### config.mk
export PLATFORM = sky130hd
export DESIGN_NAME = pulse_transmitter_sequencer_flat
export DESIGN_NICKNAME = d
export VERILOG_FILES = /design/src/rtl/pulse_transmitter_sequencer_pkg.sv /design/src/rtl/pulse_transmitter_sequencer_if.sv /design/src/rtl/pulse_transmitter_countdown_timer.sv /design/src/rtl/pulse_transmitter_sequencer.sv /design/src/flat_wrapper.sv
export SDC_FILE = /design/constraint.sdc
export NUM_CORES = 1
export LEC_CHECK = 0
export CAP_MARGIN = 15
export CORE_UTILIZATION = 40
export DETAILED_ROUTE_END_ITERATION = 10
export PLACE_DENSITY = 0.6
export SYNTH_ARGS = -nofsm -noshare
export SYNTH_HDL_FRONTEND = slang
export SYNTH_SLANG_ARGS = --single-unit
### constraint.sdc
create_clock -name clk -period 7.15 [get_ports clk]
set_input_delay 1.0725 -clock clk [delete_from_list [all_inputs] [get_ports clk]]
set_output_delay 1.0725 -clock clk [all_outputs]
set_load 0.02 [all_outputs]
### src/rtl/pulse_transmitter_sequencer_pkg.sv
// Shared definitions for the pulse transmitter sequencer.
//   state_t        : sequencer FSM states (IDLE / LOAD / RUN)
//   SYM_DUR_LSB    : low bit of the duration field in a symbol word
//   sym_dur_msb()  : high bit of the duration field for a given timer width
//   sym_level_bit(): position of the line-level bit for a given timer width
package pulse_transmitter_sequencer_pkg;

    typedef enum logic [1:0] {
        IDLE = 2'd0,
        LOAD = 2'd1,
        RUN  = 2'd2
    } state_t;

    // Symbol word layout: {level, duration[TIMER_WIDTH-1:0]}
    localparam int SYM_DUR_LSB = 0;

    function automatic int sym_dur_msb(input int timer_width);
        return SYM_DUR_LSB + timer_width - 1;
    endfunction

    function automatic int sym_level_bit(input int timer_width);
        return SYM_DUR_LSB + timer_width;
    endfunction

endpackage

### src/rtl/pulse_transmitter_sequencer_if.sv
// Control, configuration, symbol-memory and line signals of the sequencer.
//   master : the controller / symbol memory side (drives start, stop, cfg_*,
//            symbol_data; observes symbol_addr, line_out, busy, done)
//   slave  : the sequencer itself
interface pulse_transmitter_sequencer_if #(
    parameter int PRESCALER_WIDTH = 16,
    parameter int TIMER_WIDTH     = 8,
    parameter int ADDR_WIDTH      = 4
);
    logic                               start;
    logic                               stop;
    logic [$clog2(PRESCALER_WIDTH)-1:0] cfg_prescaler;
    logic [ADDR_WIDTH-1:0]              cfg_last_addr;
    logic [7:0]                         cfg_loop_count;
    logic                               cfg_idle_level;
    logic [ADDR_WIDTH-1:0]              symbol_addr;
    logic [TIMER_WIDTH:0]               symbol_data;
    logic                               line_out;
    logic                               busy;
    logic                               done;

    modport master (
        output start, stop, cfg_prescaler, cfg_last_addr, cfg_loop_count,
               cfg_idle_level, symbol_data,
        input  symbol_addr, line_out, busy, done
    );

    modport slave (
        input  start, stop, cfg_prescaler, cfg_last_addr, cfg_loop_count,
               cfg_idle_level, symbol_data,
        output symbol_addr, line_out, busy, done
    );
endinterface

### src/rtl/pulse_transmitter_countdown_timer.sv
// Symbol duration timer.
//   clk, rst_n : clock, asynchronous active-low reset
//   en         : run enable; low clears the timer
//   prescaler  : exponent p, duration scaled by 2^p
//   duration   : symbol duration d
//   pulse      : registered one-cycle pulse, high in the cycle that starts
//                ((d+1)<<p) cycles after the first enabled cycle
// The sequencer samples pulse one edge later, so the end-to-end symbol
// period measured from en rising is ((d+1)<<p)+1 cycles.
module pulse_transmitter_countdown_timer #(
    parameter int PRESCALER_WIDTH = 16,
    parameter int TIMER_WIDTH     = 8
) (
    input  logic                               clk,
    input  logic                               rst_n,
    input  logic                               en,
    input  logic [$clog2(PRESCALER_WIDTH)-1:0] prescaler,
    input  logic [TIMER_WIDTH-1:0]             duration,
    output logic                               pulse
);
    // Wide enough for (2^TIMER_WIDTH) << (PRESCALER_WIDTH-1)
    localparam int CW = TIMER_WIDTH + PRESCALER_WIDTH;

    logic [CW-1:0] cnt;
    logic [CW-1:0] span;

    assign span = ({{PRESCALER_WIDTH{1'b0}}, duration} + CW'(1)) << prescaler;

    // cnt holds the number of enabled cycles already elapsed; the pulse
    // register is set when cnt reaches span-1 so it shows in cycle span.
    always_ff @(posedge clk or negedge rst_n) begin
        if (!rst_n) begin
            cnt   <= '0;
            pulse <= 1'b0;
        end else if (!en) begin
            cnt   <= '0;
            pulse <= 1'b0;
        end else begin
            cnt   <= cnt + CW'(1);
            pulse <= (cnt == span - CW'(1));
        end
    end
endmodule

### src/rtl/pulse_transmitter_sequencer.sv
// Pulse transmitter sequencer.
// Plays a program of {level, duration} symbols from an external
// combinational symbol memory onto line_out, repeating the program
// cfg_loop_count extra times.
//   clk, sys_rst_n : clock, asynchronous active-low reset
//   bus (slave)    : start/stop requests, cfg_* (shadowed at start),
//                    symbol_addr/symbol_data memory port, line_out, busy, done
module pulse_transmitter_sequencer
    import pulse_transmitter_sequencer_pkg::*;
#(
    parameter int PRESCALER_WIDTH = 16,
    parameter int TIMER_WIDTH     = 8,
    parameter int ADDR_WIDTH      = 4
) (
    input  logic                          clk,
    input  logic                          sys_rst_n,
    pulse_transmitter_sequencer_if.slave  bus
);
    localparam int PW            = $clog2(PRESCALER_WIDTH);
    localparam int SYM_LEVEL_BIT = sym_level_bit(TIMER_WIDTH);
    localparam int SYM_DUR_MSB   = sym_dur_msb(TIMER_WIDTH);

    state_t                 state;
    logic [ADDR_WIDTH-1:0]  addr;
    logic [ADDR_WIDTH-1:0]  last_addr;
    logic [7:0]             loop_remaining;
    logic [PW-1:0]          prescaler;
    logic [TIMER_WIDTH-1:0] duration;
    logic                   line_q;
    logic                   done_q;
    logic                   timer_en;
    logic                   timer_pulse;

    pulse_transmitter_countdown_timer #(
        .PRESCALER_WIDTH (PRESCALER_WIDTH),
        .TIMER_WIDTH     (TIMER_WIDTH)
    ) u_timer (
        .clk       (clk),
        .rst_n     (sys_rst_n),
        .en        (timer_en),
        .prescaler (prescaler),
        .duration  (duration),
        .pulse     (timer_pulse)
    );

    always_ff @(posedge clk or negedge sys_rst_n) begin
        if (!sys_rst_n) begin
            state          <= IDLE;
            addr           <= '0;
            last_addr      <= '0;
            loop_remaining <= '0;
            prescaler      <= '0;
            duration       <= '0;
            line_q         <= 1'b0;
            done_q         <= 1'b0;
            timer_en       <= 1'b0;
        end else begin
            done_q <= 1'b0;
            if (bus.stop) begin
                // Abort takes priority over everything, including start
                state    <= IDLE;
                addr     <= '0;
                timer_en <= 1'b0;
                line_q   <= bus.cfg_idle_level;
            end else begin
                case (state)
                    IDLE: begin
                        timer_en <= 1'b0;
                        line_q   <= bus.cfg_idle_level;
                        if (bus.start) begin
                            prescaler      <= bus.cfg_prescaler;
                            last_addr      <= bus.cfg_last_addr;
                            loop_remaining <= bus.cfg_loop_count;
                            addr           <= '0;
                            state          <= LOAD;
                        end
                    end
                    LOAD: begin
                        // Level goes straight to the line; duration feeds
                        // the timer, which first looks at it a cycle later.
                        duration <= bus.symbol_data[SYM_DUR_MSB:SYM_DUR_LSB];
                        line_q   <= bus.symbol_data[SYM_LEVEL_BIT];
                        timer_en <= 1'b1;
                        state    <= RUN;
                    end
                    RUN: begin
                        if (timer_pulse) begin
                            timer_en <= 1'b0;
                            if (addr != last_addr) begin
                                addr  <= addr + 1'b1;
                                state <= LOAD;
                            end else if (loop_remaining != 8'd0) begin
                                loop_remaining <= loop_remaining - 8'd1;
                                addr           <= '0;
                                state          <= LOAD;
                            end else begin
                                // Line keeps the last level through this
                                // cycle; IDLE restores the idle level next.
                                addr   <= '0;
                                done_q <= 1'b1;
                                state  <= IDLE;
                            end
                        end
                    end
                    default: state <= IDLE;
                endcase
            end
        end
    end

    assign bus.symbol_addr = addr;
    assign bus.line_out    = line_q;
    assign bus.busy        = (state != IDLE);
    assign bus.done        = done_q;
endmodule

### src/flat_wrapper.sv
// flat-port wrapper written by rule: the top's interface ports become plain ports
module pulse_transmitter_sequencer_flat import pulse_transmitter_sequencer_pkg::*;
#(
    parameter int PRESCALER_WIDTH = 16,
    parameter int TIMER_WIDTH     = 8,
    parameter int ADDR_WIDTH      = 4
)
  (clk, sys_rst_n, bus_start, bus_stop, bus_cfg_prescaler, bus_cfg_last_addr, bus_cfg_loop_count, bus_cfg_idle_level, bus_symbol_data, bus_symbol_addr, bus_line_out, bus_busy, bus_done);
  pulse_transmitter_sequencer_if #(.PRESCALER_WIDTH(PRESCALER_WIDTH), .TIMER_WIDTH(TIMER_WIDTH), .ADDR_WIDTH(ADDR_WIDTH)) bus_i ();
  input  logic clk;
  input  logic sys_rst_n;
  input wire logic [$bits(bus_i.start)-1:0] bus_start;
  input wire logic [$bits(bus_i.stop)-1:0] bus_stop;
  input wire logic [$bits(bus_i.cfg_prescaler)-1:0] bus_cfg_prescaler;
  input wire logic [$bits(bus_i.cfg_last_addr)-1:0] bus_cfg_last_addr;
  input wire logic [$bits(bus_i.cfg_loop_count)-1:0] bus_cfg_loop_count;
  input wire logic [$bits(bus_i.cfg_idle_level)-1:0] bus_cfg_idle_level;
  input wire logic [$bits(bus_i.symbol_data)-1:0] bus_symbol_data;
  output wire logic [$bits(bus_i.symbol_addr)-1:0] bus_symbol_addr;
  output wire logic [$bits(bus_i.line_out)-1:0] bus_line_out;
  output wire logic [$bits(bus_i.busy)-1:0] bus_busy;
  output wire logic [$bits(bus_i.done)-1:0] bus_done;
  assign bus_i.start = bus_start;
  assign bus_i.stop = bus_stop;
  assign bus_i.cfg_prescaler = bus_cfg_prescaler;
  assign bus_i.cfg_last_addr = bus_cfg_last_addr;
  assign bus_i.cfg_loop_count = bus_cfg_loop_count;
  assign bus_i.cfg_idle_level = bus_cfg_idle_level;
  assign bus_i.symbol_data = bus_symbol_data;
  assign bus_symbol_addr = bus_i.symbol_addr;
  assign bus_line_out = bus_i.line_out;
  assign bus_busy = bus_i.busy;
  assign bus_done = bus_i.done;
  pulse_transmitter_sequencer #(.PRESCALER_WIDTH(PRESCALER_WIDTH), .TIMER_WIDTH(TIMER_WIDTH), .ADDR_WIDTH(ADDR_WIDTH)) u_core (.clk(clk), .sys_rst_n(sys_rst_n), .bus(bus_i));
endmodule
==> impl_metrics.json <==
{
  "min_period_ns": 4.37,
  "synth_top_family_by_area": "simple AND/OR/NAND/NOR gates",
  "synth-compound-area-share_pct": 23.0,
  "fin_nets": 639,
  "critPathBufInv": 1,
  "async_flop_share_pct": 100,
  "die_h_um": 112,
  "yosys-top-cells-area": "dfrtp_1, xnor2_1, o21ai_0",
  "peakVddDrop_mv": 0.191,
  "clkTransAtPathRegs_ns": 0.06,
  "core_mm2": 0.0116,
  "fin_setup_tns_ns": 0,
  "synth-seq-cells": 58,
  "dp_hpwl_mm": 8.76,
  "p_per_area_mw_per_mm2": 475,
  "tightest_slew_ns": 0.950,
  "die_w_um": 112,
  "root_buffer": "clkbuf_16",
  "start_util_pct": 41.6,
  "cap_violations": 0,
  "vias": 4401,
  "power_frac_clock_pct": 16.6,
  "critPathMaxStageDelay_ns": 0.96,
  "ff_latch_area_mm2": 0.00145,
  "io_buffers": 36,
  "clk_latency_ns": 0.34,
  "drt_first_pass_iters": 5,
  "power_switching_mw": 1.29,
  "syn_area_per_cell_um2": 8.27,
  "netlist-cell-type-count": 71,
  "synth_xor_area_share_pct": 9.26,
  "syn_inst": 582,
  "cts_sinks": 58,
  "synth-adder-area-share_pct": 2.60,
  "cts_made_buffers": 9,
  "syn2layout_area_growth_pct": 14.9,
  "synth_edf_count": 0,
  "setup_viol_count_final": 0,
  "hold_slack_ns": 0.522,
  "p_int_mw": 1.34,
  "multiInputGateArea_mm2": 0.00317,
  "synth_commonest_cells": "dfrtp_1, nor2_1, o21ai_0",
  "cts_tree": "built",
  "utilization_pct": 47.8,
  "hold_viol": 0,
  "postCtsSetupRepairBufs": 0,
  "status": "completed",
  "drt_iter0_drc": 275,
  "drt-total-wl_mm": 12.2,
  "rows": 39,
  "fill_cells": 1107,
  "slew_violations": 0,
  "cp_top_family": "compound AO/OA/AOI/OAI gates",
  "grt_max_degree": 59,
  "worstPathMaxFanout": 33,
  "seqPwrFrac_pct": 23.3,
  "final.period_utilization_pct": 61.1,
  "clock.fmax_ghz": 0.229,
  "grt_pass1_wl_mm": 20.7,
  "critPathRequiredTime_ns": 7.39,
  "htreeDepth": 3,
  "wl_per_cell_um": 16.3,
  "viasPerCell": 5.89,
  "arrival_ns": 4.61,
  "drive_above_1_share_pct": 8.44,
  "ant_nets": 0,
  "num_antenna_cells": 0,
  "hold_class": "reg2reg",
  "grt_pass1_vias": 4253,
  "gp_congestion": 0.917,
  "drc_errors": 0,
  "cpMaxStageDelayCell": "dfrtp_1",
  "ys_warn_count": 0,
  "synth_most_common_cell": "dfrtp_1",
  "power_frac_comb_pct": 60.1,
  "grt_antenna_before_repair": 0,
  "start_kind": "flop",
  "swShare_pct": 49.1,
  "synth-simple-area-share_pct": 25.2,
  "p_total_mw": 2.63,
  "p_leak_nw": 2.12,
  "dieArea_mm2": 0.0125,
  "gr-total-overflow": 0,
  "synth_area_mm2": 0.00481,
  "track_usage_pct": 20.7,
  "endpoint_kind": "flop",
  "path_class": "reg2reg",
  "max_slew_margin_pct": 36.6,
  "cts_hold_buffers": 0,
  "num_io_pins": 37,
  "crit_chain": "clkinv_1 -> o211ai_1 -> or3_1 -> ha_1 -> a21boi_0 -> nand2_1 -> nor3_1 -> and2_1 -> a211oi_1 -> a2111oi_0 -> o2111ai_1 -> nor4_1",
  "synth_top_area_cell": "dfrtp_1",
  "cts.path.max_buffers": 2,
  "muxShareOfSynthArea_pct": 5.67,
  "synth_top_area_share_pct": 30.2,
  "fin_skew_ns": 0.00844,
  "grt_setup_unrepaired": "no",
  "synth_fp_nets": 622,
  "cts_resized": 0,
  "seq_area_frac_synth_pct": 30.2,
  "synth_ff_type": "dfrtp_1"
}
## worst reg2reg max path, delay by kind of cell, from the launching register on
| kind | cells | cell delay (ns) |
|---|---|---|
| AND/OR/NAND/NOR | 5 | 1.19 |
| buffers and inverters | 1 | 0.54 |
| flip-flops | 1 | 0.96 |
| adder cells (fa/ha/maj) | 1 | 0.17 |
| AO/OA/AOI/OAI | 5 | 1.41 |
## cells in the final DEF (no fill, tap or decap), types with 9 or more instances in the layout
| master | count |
|---|---|
| nand4_1 | 9 |
| or3_1 | 12 |
| nor3_1 | 13 |
| nand2b_1 | 10 |
| mux2_2 | 18 |
| clkdlybuf4s50_1 | 35 |
| xor2_1 | 18 |
| nand2_1 | 39 |
| ha_1 | 10 |
| clkbuf_16 | 9 |
| xnor2_1 | 31 |
| a21oi_1 | 29 |
| dfrtp_1 | 58 |
| a21boi_0 | 9 |
| nand3_1 | 33 |
| and2_1 | 23 |
| inv_1 | 12 |
| o21ai_0 | 44 |
| nor2_1 | 47 |
## cell type report
| type | count | share of cell area [%] |
|---|---|---|
| clock buffer | 11 | 4.39 |
| clock inverter | 5 | 0.974 |
| inverter | 15 | 1.02 |
| multi-input combinational | 477 | 57.4 |
| sequential | 58 | 26.3 |
| tap | 143 | 3.24 |
| timing repair buffer | 38 | 6.70 |
## per-layer routing
metal  vias to the layer above  routed length, µm  track usage, %
li1                       2175                  -               -
met1                      2099               5700            26.6
met2                       110               5580            34.0
met3                        17                647            5.17
met4                         0                228            7.12
met5                         -                  0               0
## through the flow
| stage | setup slack [ns] | std cells | cell area, µm² |
|---|---|---|---|
| 2_1_floorplan | 3.76 | 582 | 4810 |
| 3_3_place_gp | 3.03 | 731 | 5230 |
| 3_5_place_dp | 2.89 | 731 | 5230 |
| 4_1_cts | 2.83 | 747 | 5530 |
| 5_1_grt | 2.23 | 747 | 5530 |
| 6_report | 2.78 | 747 | 5530 |
## logic make-up after synthesis
logic type / count (synthesis)
buffers and inverters: 47
adder cells (fa/ha/maj): 10
flip-flops: 58
multiplexers: 25
XOR/XNOR: 50
AND/OR/NAND/NOR: 227
AO/OA/AOI/OAI: 165
## sequential cells by signal, summed over array words and instances, names as in the netlist
signal and flops:
u_core.u_timer.cnt 24, u_core.duration 8, u_core.loop_remaining 8, u_core.bus.symbol_addr 4
u_core.last_addr 4, u_core.prescaler 4, u_core.state 2, u_core.bus.done 1
u_core.bus.line_out 1, u_core.timer_en 1, u_core.u_timer.pulse 1
## worst paths after layout
path	from	to	slack [ns]	depth (start not counted)
worst max-delay path	u_core.prescaler[1]	u_core.u_timer.pulse	2.78	12
worst min-delay path	u_core.last_addr[0]	u_core.last_addr[0]	0.52	1
worst max register to register	u_core.prescaler[1]	u_core.u_timer.pulse	2.78	12
worst min register to register	u_core.last_addr[0]	u_core.last_addr[0]	0.52	1
max in group asynchronous	sys_rst_n	u_core.u_timer.cnt[14]	5.71	2
min in group asynchronous	sys_rst_n	u_core.duration[6]	0.87	2
## power groups by stage
stage,logic [mW],registers (mW),clock network (mW)
2_1_floorplan,1.35,0.473,0
3_3_place_gp,1.54,0.611,0
3_5_place_dp,1.55,0.611,0
4_1_cts,1.56,0.608,0.450
5_1_grt,1.75,0.642,0.462
6_report,1.58,0.612,0.436
Note: power is estimated with default switching activity, not from simulation.
==> edit: new RTL, config.mk and constraints unchanged <==
Encoding of `state_t`: now one-hot (3 bits for 3 states).
--- a/src/rtl/pulse_transmitter_sequencer_pkg.sv
+++ b/src/rtl/pulse_transmitter_sequencer_pkg.sv
@@ -7,6 +7,6 @@
 
-    typedef enum logic [1:0] {
-        IDLE = 2'd0,
-        LOAD = 2'd1,
-        RUN  = 2'd2
+    typedef enum logic [2:0] {
+        IDLE = 3'b001,
+        LOAD = 3'b010,
+        RUN  = 3'b100
     } state_t;
Function: same outputs for any inputs over 10 cycles, from zero or initial values and one cycle with sys_rst_n low; not proved beyond that.
==> edit against the unedited design <==
Fmax is 3.7% higher. Synthesized area is 1.7% higher. Highest routed layer unchanged. Critical path type unchanged. Sequential cell count up 1. Routed wire length up 4.5%. Clock skew decreased by 3.4 ps. Design area up 2.1%. Setup slack improved by 160 ps.
Power is not compared: it rests on default switching activity, and its combinational part moved more than twofold at a synthesized area within 25%.
==> edit: results (changes against the unedited design) <==
clock_network:
  cts_buffers: 9  # unchanged
  insertion_delay_ps: 330
placement:
  routabilityCongestion: 0.917  # about the same
  dp_hpwl_um: 9440  # +7.9%
  place_inst: 760  # +4.0%
critical_path:
  reg2reg_slack_ps: 2940  # +160 ps
  slowest_stage: "dfrtp_1"
  path_max_fanout: 25  # -24%
  rr_worst_depth: 11  # -1
  cpPeakStageDelay_ps: 780  # -180 ps
  r2r_end: "u_core.u_timer.pulse"
  crit_arrival_ps: 4450  # -160 ps
cells_and_area:
  drive_above_1_share_pct: 8.74  # +0.30 points
  fill_cells: 1176  # +6.2%
  reg_top3: "u_core.u_timer.cnt x24, u_core.duration x8, u_core.loop_remaining x8"
  nets: 659  # +3.1%
  diodes: 0  # unchanged
detailed_routing:
  avgViaCountPerCell: 5.94  # +0.81%
  vias: 4609  # +4.7%
  drt-initial-drc-count: 353  # +28%
  wire_per_inst_um: 16.4  # +0.62%
synthesis:
  synthTopCellsByArea: "dfrtp_1, xnor2_1, nand2_1"
  syn_inst: 603  # +3.6%
  synthArstFlopShare_pct: 100  # unchanged
  ys_warn_count: 0  # unchanged
  yosys-top-cells-count: "nand2_1, dfrtp_1, nor2_1"
  ys_types: 78  # +9.9%
  syn_nets: 638  # +2.6%
  seq_area_frac_synth_pct: 30.2  # about the same
sta:
  fin_skew_ps: 4.99  # -3.45 ps
  tightest_slew_ps: 975  # +24.5 ps
hold_path:
  holdPathEnd: "u_core.bus.line_out"
  hp-start: "u_core.bus.line_out"
  whs_path_depth: 2  # +1
  hold_path.class: "reg -> reg"
run_status:
  status: "finished clean"
power:
  vdd_drop_max_v: 0.000133
  leakage_uw: 0.00222
grt:
  grt_start_max_net_pins: 60  # +1.7%
  grt_pass1_wl_um: 21500  # +3.5%
  grt_pass1_vias: 4445  # +4.5%
  grt_use_total_pct: 21.1  # +0.34 points
-- edit: final cells by class --
| class | count | area [sq um] | share of cell area, % |
|---|---|---|---|
| sequential | 59 | 1480 | 26.2 |
| clock inverter | 5 | 77.6 | 1.38 |
| multi-input combinational | 500 | 3230 | 57.3 |
| clock buffer | 11 | 233 | 4.13 |
| tap | 147 | 184 | 3.26 |
| inverter | 14 | 52.6 | 0.931 |
| timing repair buffer | 40 | 385 | 6.83 |
-- edit: kinds of logic after synthesis --
kind of cell / after synthesis / share of synthesized area (%)
AO/OA/AOI/OAI: 160 / 21.7
XOR/XNOR: 50 / 9.10
adder cells (fa/ha/maj): 5 / 1.28
buffers and inverters: 44 / 3.91
flip-flops: 59 / 30.2
multiplexers: 19 / 4.24
AND/OR/NAND/NOR: 266 / 29.6
-- edit: per-layer routing --
metal,track usage (%),part of all wire (%)
met5,0,0
met4,9.07,2.5
met3,4.43,5.6
met2,34.7,47
met1,26.7,45
-- edit: power by group through the flow --
stage               logic [uW]  registers [uW]  clock network (uW)
global placement           594             438                   0
floorplan                  507             397                   0
global route               664             445                 482
detailed placement         596             441                   0
CTS                        600             435                 467
finish                     609             437                 455
-- edit: through the flow --
step / area [sq um] / hold WS (ps) / util, % / worst slack [ps]
floorplan: 4890 / 475 / - / 3700
global placement: 5330 / 474 / 44.6 / 3130
detailed placement: 5330 / 484 / 44.6 / 3040
CTS: 5640 / 496 / 47.2 / 3030
global route: 5640 / 538 / 47.2 / 2550
finish: 5640 / 486 / 47.2 / 2940
-- edit: worst reg2reg max path, stage by stage, from the launching register on --
cell,delay (ps)
dfrtp_1,780
inv_1,360
o2111ai_1,370
o21ai_1,110
a221o_1,420
a2111oi_4,480
nand3b_2,240
nor3_4,440
nand3_1,150
mux2i_1,170
a221o_1,340
nor4_1,270
